===== config.mk =====
export PLATFORM = sky130hd
export DESIGN_NAME = button_gesture_flat
export DESIGN_NICKNAME = d
export VERILOG_FILES = /design/src/rtl/button_gesture_if.sv /design/src/rtl/button_gesture.sv /design/src/flat_wrapper.sv
export SDC_FILE = /design/constraint.sdc
export NUM_CORES = 1
export LEC_CHECK = 0
export ABC_AREA = 1
export BUFFER_PORTS_ARGS = -buffer_cell sky130_fd_sc_hd__buf_2
export CAP_MARGIN = 20
export CELL_PAD_IN_SITES_DETAIL_PLACEMENT = 0
export CELL_PAD_IN_SITES_GLOBAL_PLACEMENT = 1
export CORE_ASPECT_RATIO = 0.8
export CORE_MARGIN = 10
export CORE_UTILIZATION = 40
export DETAILED_ROUTE_END_ITERATION = 8
export PLACE_DENSITY = 0.7
export SETUP_SLACK_MARGIN = 0.2
export SYNTH_ARGS = -nofsm -noshare
export SYNTH_HDL_FRONTEND = slang
export SYNTH_SLANG_ARGS = --single-unit

===== constraint.sdc =====
create_clock -name i_clk -period 4.1 [get_ports i_clk]
set_clock_uncertainty 0.05 [all_clocks]
set_input_delay 0.205 -clock i_clk [delete_from_list [all_inputs] [get_ports i_clk]]
set_output_delay 0.205 -clock i_clk [all_outputs]
set_load 0.02 [all_outputs]

===== src/rtl/button_gesture_if.sv =====
// Button gesture event bundle: debounced level in, one-cycle event pulses out.
// The DUT uses the slave modport; whoever drives the button uses master.
interface button_gesture_if;
    logic i_btn;
    logic o_press;
    logic o_release;
    logic o_click;
    logic o_double;
    logic o_long;
    logic o_repeat;

    modport master (
        output i_btn,
        input  o_press, o_release, o_click,
        input  o_double, o_long, o_repeat
    );

    modport slave (
        input  i_btn,
        output o_press, o_release, o_click,
        output o_double, o_long, o_repeat
    );
endinterface


===== src/rtl/button_gesture.sv =====
// Classifies a debounced button level into press/release/click/double/long pulses.
// Optional auto-repeat in HELD is built when BUTTON_GESTURE_REPEAT_EN is defined.
module button_gesture #(
    parameter int LONG_TICKS   = 1000000,
    parameter int DCLICK_TICKS = 300000,
    parameter int REPEAT_TICKS = 200000,
    parameter int TIMER_W      = 24
) (
    input  logic           i_clk,
    input  logic           i_reset_n,
    button_gesture_if.slave gif
);

    localparam longint unsigned TLIM = 64'd1 << TIMER_W;

    if (LONG_TICKS < 2 || 64'(LONG_TICKS) >= TLIM) begin : g_bad_long
        $error("LONG_TICKS out of range for TIMER_W");
    end
    if (DCLICK_TICKS < 2 || 64'(DCLICK_TICKS) >= TLIM) begin : g_bad_dclick
        $error("DCLICK_TICKS out of range for TIMER_W");
    end
    if (REPEAT_TICKS < 2 || 64'(REPEAT_TICKS) >= TLIM) begin : g_bad_repeat
        $error("REPEAT_TICKS out of range for TIMER_W");
    end

    localparam logic [TIMER_W-1:0] LONG_M1   = TIMER_W'(LONG_TICKS - 1);
    localparam logic [TIMER_W-1:0] DCLICK_M1 = TIMER_W'(DCLICK_TICKS - 1);

    typedef enum logic [2:0] {
        IDLE, PRESS1, GAP, PRESS2, HELD
    } state_t;

    state_t             state_q;
    state_t             state_d;
    logic [TIMER_W-1:0] timer_q;
    logic               r_prev;
    logic               rise;
    logic               fall;
    logic               long_hit;
    logic               dclick_hit;
    logic               rep_hit;

    logic press_d;
    logic release_d;
    logic click_d;
    logic double_d;
    logic long_d;
    logic repeat_d;

    assign rise       = gif.i_btn & ~r_prev;
    assign fall       = ~gif.i_btn & r_prev;
    assign long_hit   = (timer_q == LONG_M1);
    assign dclick_hit = (timer_q == DCLICK_M1);

    // r_prev resets high so a button held through reset is not a press.
    always_ff @(posedge i_clk) begin
        if (!i_reset_n) begin
            state_q <= IDLE;
            timer_q <= '0;
            r_prev  <= 1'b1;
        end else begin
            state_q <= state_d;
            r_prev  <= gif.i_btn;
            if (state_d != state_q) begin
                timer_q <= '0;
            end else if (timer_q != '1) begin
                timer_q <= timer_q + 1'b1;
            end
        end
    end

    always_comb begin
        state_d = state_q;
        unique case (state_q)
            IDLE:   if (rise) state_d = PRESS1;
            PRESS1: begin
                if (fall)          state_d = GAP;
                else if (long_hit) state_d = HELD;
            end
            GAP: begin
                if (rise)            state_d = PRESS2;
                else if (dclick_hit) state_d = IDLE;
            end
            PRESS2: begin
                if (fall)          state_d = IDLE;
                else if (long_hit) state_d = HELD;
            end
            HELD:   if (fall) state_d = IDLE;
            default: state_d = IDLE;
        endcase
    end

    always_comb begin
        press_d   = 1'b0;
        release_d = 1'b0;
        click_d   = 1'b0;
        double_d  = 1'b0;
        long_d    = 1'b0;
        unique case (state_q)
            IDLE:   press_d = rise;
            PRESS1: begin
                if (fall)          release_d = 1'b1;
                else if (long_hit) long_d    = 1'b1;
            end
            GAP: begin
                if (rise)            press_d = 1'b1;
                else if (dclick_hit) click_d = 1'b1;
            end
            PRESS2: begin
                if (fall) begin
                    release_d = 1'b1;
                    double_d  = 1'b1;
                end else if (long_hit) begin
                    click_d = 1'b1;
                    long_d  = 1'b1;
                end
            end
            HELD:   release_d = fall;
            default: ;
        endcase
        repeat_d = rep_hit;
    end

`ifdef BUTTON_GESTURE_REPEAT_EN
    localparam logic [TIMER_W-1:0] REPEAT_M1 = TIMER_W'(REPEAT_TICKS - 1);

    logic [TIMER_W-1:0] rep_q;

    assign rep_hit = (state_q == HELD) && !fall && (rep_q == REPEAT_M1);

    // Zero outside HELD, so it starts fresh on every HELD entry.
    always_ff @(posedge i_clk) begin
        if (!i_reset_n || state_q != HELD) begin
            rep_q <= '0;
        end else if (rep_hit) begin
            rep_q <= '0;
        end else begin
            rep_q <= rep_q + 1'b1;
        end
    end
`else
    assign rep_hit = 1'b0;
`endif

    always_ff @(posedge i_clk) begin
        if (!i_reset_n) begin
            gif.o_press   <= 1'b0;
            gif.o_release <= 1'b0;
            gif.o_click   <= 1'b0;
            gif.o_double  <= 1'b0;
            gif.o_long    <= 1'b0;
            gif.o_repeat  <= 1'b0;
        end else begin
            gif.o_press   <= press_d;
            gif.o_release <= release_d;
            gif.o_click   <= click_d;
            gif.o_double  <= double_d;
            gif.o_long    <= long_d;
            gif.o_repeat  <= repeat_d;
        end
    end

endmodule


===== src/flat_wrapper.sv =====
// flat-port wrapper written by rule: the top's interface ports become plain ports
module button_gesture_flat 
#(
    parameter int LONG_TICKS   = 1000000,
    parameter int DCLICK_TICKS = 300000,
    parameter int REPEAT_TICKS = 200000,
    parameter int TIMER_W      = 24
)
  (i_clk, i_reset_n, gif_i_btn, gif_o_press, gif_o_release, gif_o_click, gif_o_double, gif_o_long, gif_o_repeat);
  button_gesture_if gif_i ();
  input  logic i_clk;
  input  logic i_reset_n;
  input wire logic [$bits(gif_i.i_btn)-1:0] gif_i_btn;
  output wire logic [$bits(gif_i.o_press)-1:0] gif_o_press;
  output wire logic [$bits(gif_i.o_release)-1:0] gif_o_release;
  output wire logic [$bits(gif_i.o_click)-1:0] gif_o_click;
  output wire logic [$bits(gif_i.o_double)-1:0] gif_o_double;
  output wire logic [$bits(gif_i.o_long)-1:0] gif_o_long;
  output wire logic [$bits(gif_i.o_repeat)-1:0] gif_o_repeat;
  assign gif_i.i_btn = gif_i_btn;
  assign gif_o_press = gif_i.o_press;
  assign gif_o_release = gif_i.o_release;
  assign gif_o_click = gif_i.o_click;
  assign gif_o_double = gif_i.o_double;
  assign gif_o_long = gif_i.o_long;
  assign gif_o_repeat = gif_i.o_repeat;
  button_gesture #(.LONG_TICKS(LONG_TICKS), .DCLICK_TICKS(DCLICK_TICKS), .REPEAT_TICKS(REPEAT_TICKS), .TIMER_W(TIMER_W)) u_core (.i_clk(i_clk), .i_reset_n(i_reset_n), .gif(gif_i));
endmodule

# After elaboration in Yosys (flattened, before gate mapping)
# Index checks and enable logic that the tools add are counted.
# totals
register_bits	33
out_inout_bits	6
# op_classes
n_addsub	1
eq_ne	8
mux	17
bitwise_logic	5
n_reduce_logical	5
# op_table
op	n
adder 24 x 1 -> 24 bit, second input constant	1
== test 24 x 19 -> 1 bit, second input constant	1
== test 24 x 20 -> 1 bit, second input constant	1
inequality test 24 bit, second input constant	1
2-to-1 mux 3 bit	7
one-hot mux 3 bit (5 select lines)	1
== test 3 x 2 -> 1 bit, second input constant	2
2-to-1 mux 1 bit	6
one-hot mux 1 bit (2 select lines)	3
AND reduction 2 bit	2
OR reduction 2 bit	2
== test 3 x 1 -> 1 bit, second input constant	1
== test 3 bit, second input constant	1
zero test 3 bit	1
inequality test 3 bit	1
NOT 1 bit	3
AND 1 bit	2

# Logic depth before layout (Yosys ltp)
# Gate-level depths: netlist of run 1.
# logic_depth
word_depth	6
ltp_mapped	14
mapped_depth_nobuf	13

# Worst setup path before layout of run 1
# No wires, ideal clock.
# synth_timing
kind	register -> register
from	reg u_core.timer_q[0]
to	reg u_core.timer_q[10]
setup_ns	0.120
arrival_ns	1.649
path_slack_ns	2.281
path_stages_with_launch	14
n_path_buf	1
cell_sequence	dfxtp_1 -> ha_1 -> nand2_1 -> nor2_4 -> nand3_1 -> nor2_2 -> nand2_1 -> nand2_1 -> nand3b_1 -> nor2_1 -> nor2_1 -> nand3_4 -> buf_8 -> nor2_4
# synth_via
elab_chain_cells	6
word_cells_on_any_way	12
classes_between	1 x add/sub; 4 x eq/ne; 6 x mux; 1 x reduce/logical
# synth_rtl
item	line	source
start, declared	button_gesture.sv:35	logic [TIMER_W-1:0] timer_q;
start signal, assigned	button_gesture.sv:67	timer_q <= timer_q + 1'b1;
== test 24 x 20 -> 1 bit or == test 24 x 19 -> 1 bit (tied branches)	button_gesture.sv:52, button_gesture.sv:53	
2-to-1 mux 3 bit, on equally long branches	button_gesture.sv:78, button_gesture.sv:86, button_gesture.sv:82	
2-to-1 mux 3 bit, on equally long branches	button_gesture.sv:85, button_gesture.sv:77, button_gesture.sv:81	
one-hot mux 3 bit (5 select lines)	button_gesture.sv:74	unique case (state_q)
inequality test 3 bit	button_gesture.sv:64	if (state_d != state_q) begin
OR reduction 2 bit (no source line)	--	
# Parallel ways exist; a longest one is shown, timed or not.
# A chain may end at the register's enable or synchronous reset.

# Worst setup path in the final report of run 1
# layout_timing
from	reg u_core.timer_q[0]
to	reg u_core.timer_q[23]
# Same word-level chain as after synthesis.

==> metrics.yaml, run 1 <==
outcome: "finished, final reports clean"
drive_gt1_frac: 0.223
synth_area_um2: 2100
diodes: 0
critPathMaxFanout: 24
ant_nets: 0
holdWs_ns: 0.109
p_sw_frac: 0.269
vias: 1706
die_h_um: 84.9
finalMaxSlewViolations: 0
synth_cell_type_count: 34
io_pins: 9
critical_path_class: "reg2reg"
p_per_area_nw_per_um2: 276
max_stage_delay_ns: 0.49
cp_slowest_cell: "nand3_4"
first_pass_iters: 4
clock_path_buffers: 2
globalRoute.totalOverflow: 0
cts_inserted_buffers: 5
crit_chain: "ha_1, nand2_1, nor2_4, nand3_1, nor2_2, nand2_1, nand2_1, nand3_1, nand2_1, nand2_1, nand2_2, nand3_4, nor2_1"
syn_inst: 291
layout.nets: 305
drt_iter0_drc: 111
max_cap_violations: 0
clk_pin_slew_ns: 0.07
setup-tns-final_ns: 0
worstPathRequired_ns: 4.25
insertion_delay_ns: 0.28
clock.fmax_mhz: 419
fin_cells: 362
cp-start-kind: "flip-flop"
track_usage: 0.114
viasPerCell: 4.71
grt_pass1_wl_um: 7870
cp.arrival_ns: 2.53
seq_area_frac_synth: 0.314
crit_path_frequent_cell: "nand2_1"
min_period_ns: 2.39
grt_max_degree: 25
p_comb_frac: 0.101
postCtsSetupRepairBufs: 0
area_growth_syn_to_layout_pct: 6.60
fin_ws_ns: 1.71
die_area_um2: 8580
syn_nets: 295
die_x_um: 101
preCtsSetupSlack_ns: 1.71
rsz0062_at_grt: "false"
grt_pass1_vias: 1599
path_delay_family: "simple AND/OR/NAND/NOR gates"
setup_viol: 0
cts-resized-gates: 0
tightest_slew_ns: 0.696
dp.cells: 356
coreArea_um2: 5060
power.switching_mw: 0.166
gp_congestion: 0.853
htreeDepth: 2
cts.sinks: 33
p_clk_frac: 0.366
min_path_type: "in2reg"
seqPwrFrac: 0.533
cp_num_buf_inv: 0
io_buffer_count: 7
hold_viol_final: 0
finalPower_mw: 0.619
p_int_mw: 0.453
start_util: 0.416
remaining_drc_errors: 0
hpwl_um: 3630
endpoint_kind: "flip-flop"
drt-total-wl_um: 4620
antenna_found_initial: 0
post-route-period-util: 0.582
ys_ff_latch: 33
yosysWarnings: 0
p_leak_nw: 0.796
wl_per_cell_um: 12.8
avgSynthCellArea_um2: 7.23
clockRootBuffer: "clkbuf_8"
rows: 23
relSlewSlack: 0.536
postCtsHoldBufs: 0
peakVddDrop_uv: 168
cts_tree: "yes"
layout by cell type (no fill, tap or decap), drive strengths merged, types with 4 or more instances in the layout:
cell	count
nor3	14
nor4	4
buf	7
nor2	80
nand3	18
nand2	56
inv	42
dfxtp	33
xor2	17
clkbuf	5
a21oi	5
nand4	5
sequential cells by signal, summed over array words and instances (netlist names):
register and count:
u_core.gif.o_click 1, u_core.gif.o_double 1, u_core.gif.o_long 1, u_core.gif.o_press 1, u_core.gif.o_release 1, u_core.r_prev 1
u_core.state_q 3, u_core.timer_q 24
cells in the mapped netlist, drive strengths merged:
cell / count / area [µm²]
nor2: 80 / 495
nand2: 56 / 230
inv: 42 / 158
dfxtp: 33 / 661
nand3: 18 / 108
xor2: 17 / 149
nor3: 14 / 75.1
a21oi: 5 / 25.0
nand4: 5 / 31.3
buf: 4 / 47.5
nor4: 4 / 31.3
o21ai: 2 / 10.0
or2: 2 / 12.5
xnor2: 2 / 17.5
a211oi: 1 / 7.51
a31oi: 1 / 6.26
conb: 1 / 3.75
ha: 1 / 12.5
nand3b: 1 / 7.51
nor3b: 1 / 7.51
o2111ai: 1 / 8.76
power by group through the flow:
stage	logic [mW]	clock network, mW	registers [mW]
after floorplan	0.0613	0	0.337
after global placement	0.0632	0	0.337
after detailed placement	0.0626	0	0.337
after CTS	0.0629	0.234	0.330
after global routing	0.0683	0.249	0.330
final	0.0624	0.226	0.330
kinds of logic after synthesis:
family          after synthesis  synth area share
compound gates               10            0.0274
flops                        33             0.314
fa+ha+maj                     1           0.00594
xor+xnor                     19            0.0791
buf+inv                      46            0.0975
other cells                   1           0.00178
simple gates                181             0.474
stage by stage:
stage / util / instance area [µm²]
2_1_floorplan: - / 2100
3_3_place_gp: 0.428 / 2170
3_5_place_dp: 0.428 / 2170
4_1_cts: 0.443 / 2240
5_1_grt: 0.443 / 2240
6_report: 0.443 / 2240
worst min-delay path, stage by stage:
cell and delay [ns]:
buf_2 0.10, nand2_1 0.07, inv_1 0.05
layout make-up:
class / count / area [µm²]
repair buffers: 7 / 35.0
fillers: 559 / 2820
clock inverters: 1 / 5.00
inverters: 42 / 158
flip-flops and latches: 33 / 661
multi-input cells: 212 / 1240
well taps: 62 / 77.6
clock buffers: 5 / 68.8
worst paths after layout:
| kind | slack (ns) | end | start | depth (start not counted) |
|---|---|---|---|---|
| setup / recovery | 1.71 | u_core.timer_q[23] | u_core.timer_q[0] | 13 |
| hold / removal | 0.11 | u_core.state_q[2] | i_reset_n | 3 |
| setup reg to reg | 1.71 | u_core.timer_q[23] | u_core.timer_q[0] | 13 |
| hold reg to reg | 0.44 | u_core.gif.o_release | u_core.r_prev | 2 |
metal layers:
metal,vias to the layer above,part of all wire,global-route usage
met5,-,0,0
met4,0,0.012,0.0379
met3,6,0.063,0.0284
met2,32,0.36,0.137
met1,750,0.57,0.182
li1,918,-,-
No activity file was read; power rests on OpenSTA's default activity.
==> inputs of run 2 (changes only) <==
==> constraint.sdc (replaced) <==
create_clock -name i_clk -period 2.5 [get_ports i_clk]
set_clock_uncertainty 0.05 [all_clocks]
set_input_delay 0.125 -clock i_clk [delete_from_list [all_inputs] [get_ports i_clk]]
set_output_delay 0.125 -clock i_clk [all_outputs]
set_load 0.02 [all_outputs]
==> metrics.yaml, run 2 (synthesis results as in run 1) <==
layout_common_cells: "50 x nand2_1, 48 x nor2_1, 33 x dfxtp_1"
clock.fmax_mhz: 487
post-route-period-util: 0.822
setup_viol: 0
worstPathRequired_ns: 2.62
track_usage: 0.119
setup-tns-final_ns: 0
drt_iter0_drc: 112
wl_met2_um: 1740
highest_layer: "met4"
htreeDepth: 2
min_period_ns: 2.06
largest_reg_flops: 24
die_x_um: 101
grt_pass1_vias: 1672
fin_cells: 366
cp.arrival_ns: 2.17
regMostFlops: "u_core.timer_q"
rsz0062_at_grt: "false"
io_buffer_count: 7
die_area_um2: 8580
place_area_um2: 2190
area_growth_syn_to_layout_pct: 9.33
hpwl_um: 3690
viasPerCell: 4.63
reg_top3: "u_core.timer_q: 24 flops, u_core.state_q: 3 flops"
ant_nets: 0
globalRoute.totalOverflow: 0
cts_inserted_buffers: 5
dp.cells: 357
p_leak_nw: 0.824
wl_per_cell_um: 12.9
grt_pass1_wl_um: 8310
p_per_area_nw_per_um2: 477
fin_ws_ns: 0.445
cts.sinks: 33
rows: 23
start_util: 0.416
vias: 1694
gp_congestion: 0.840
diodes: 0
final_common_cell: "nand2_1"
clock_path_buffers: 2
drt-met1-wl_um: 2730
antenna_found_initial: 0
stdcell_area_um2: 2300
layout.nets: 307
finalMaxSlewViolations: 0
critical_path_class: "reg2reg"
hold_viol_final: 0
drt-total-wl_um: 4720
grt_max_degree: 25
die_h_um: 84.9
io_pins: 9
cp-start-kind: "flip-flop"
final_util: 0.454
preCtsSetupSlack_ns: 0.456
clockRootBuffer: "clkbuf_8"
max_cap_violations: 0
remaining_drc_errors: 0
first_pass_iters: 4
cts-resized-gates: 0
critPathMaxFanout: 24
endpoint_kind: "flip-flop"
drive_gt1_frac: 0.230
met3WireLength_um: 208
min_path_type: "in2reg"
cts_tree: "yes"
peakVddDrop_uv: 300
outcome: "finished, final reports clean"
insertion_delay_ns: 0.28
coreArea_um2: 5060
clk_pin_slew_ns: 0.07
==> run 2: cell types whose count changed in the layout (fill, tap and decap cells not counted) <==
| cell | change |
|---|---|
| clkbuf_8 | +2 |
| buf_12 | +1 |
| dlygate4sd3_1 | +1 |
==> run 2: worst max-delay path, stage by stage (launching register included) <==
cell	delay (ns)
dfxtp_1	0.39
ha_1	0.22
nand2_1	0.10
nor2_4	0.14
nand3_1	0.10
nor2_2	0.11
nand2_1	0.06
nand2_1	0.08
nand3b_1	0.10
nor2_1	0.09
nor2_1	0.07
nand3_4	0.10
buf_12	0.27
nor2_1	0.07
==> run 2: area by class of cell <==
class	count	area, µm²
Clock inverter	1	5.00
Timing Repair Buffer	9	65.1
Inverter	42	158
Sequential cell	33	661
Multi-Input combinational cell	212	1240
Fill cell	534	2760
Tap cell	62	77.6
Clock buffer	7	96.3
==> run 2: worst paths after layout <==
path	from	endpoint	slack [ns]	depth (start not counted)
max	u_core.timer_q[0]	u_core.timer_q[15]	0.44	13
min	gif_i_btn	u_core.r_prev	0.06	2
max reg2reg	u_core.timer_q[0]	u_core.timer_q[15]	0.44	13
min reg2reg	u_core.r_prev	u_core.gif.o_release	0.44	2
==> run 2: stage by stage <==
| step | total power [mW] | hold WS [ns] |
|---|---|---|
| after global routing | 1.15 | 0.0616 |
| after global placement | 0.668 | 0.288 |
| after CTS | 1.12 | 0.0484 |
| final | 1.10 | 0.0581 |
| after floorplan | 0.653 | 0.173 |
| after detailed placement | 0.667 | 0.288 |
==> run 2: metal layers <==
layer	up-vias	global-route usage
met5	-	0
met4	0	0.0379
met3	5	0.0276
met2	25	0.156
met1	736	0.183
li1	928	-
==> run 2: power breakdown <==
part           internal (mW)  switching (mW)  total (mW)
registers              0.534         0.00710       0.541
clock network          0.249           0.194       0.442
logic                 0.0339          0.0807       0.115
total                  0.817           0.281        1.10
==> run 2: timing repair <==
action,CTS,global route
setup buffers,0,0
hold buffers,1,0
endpoints found under the hold margin,1,0
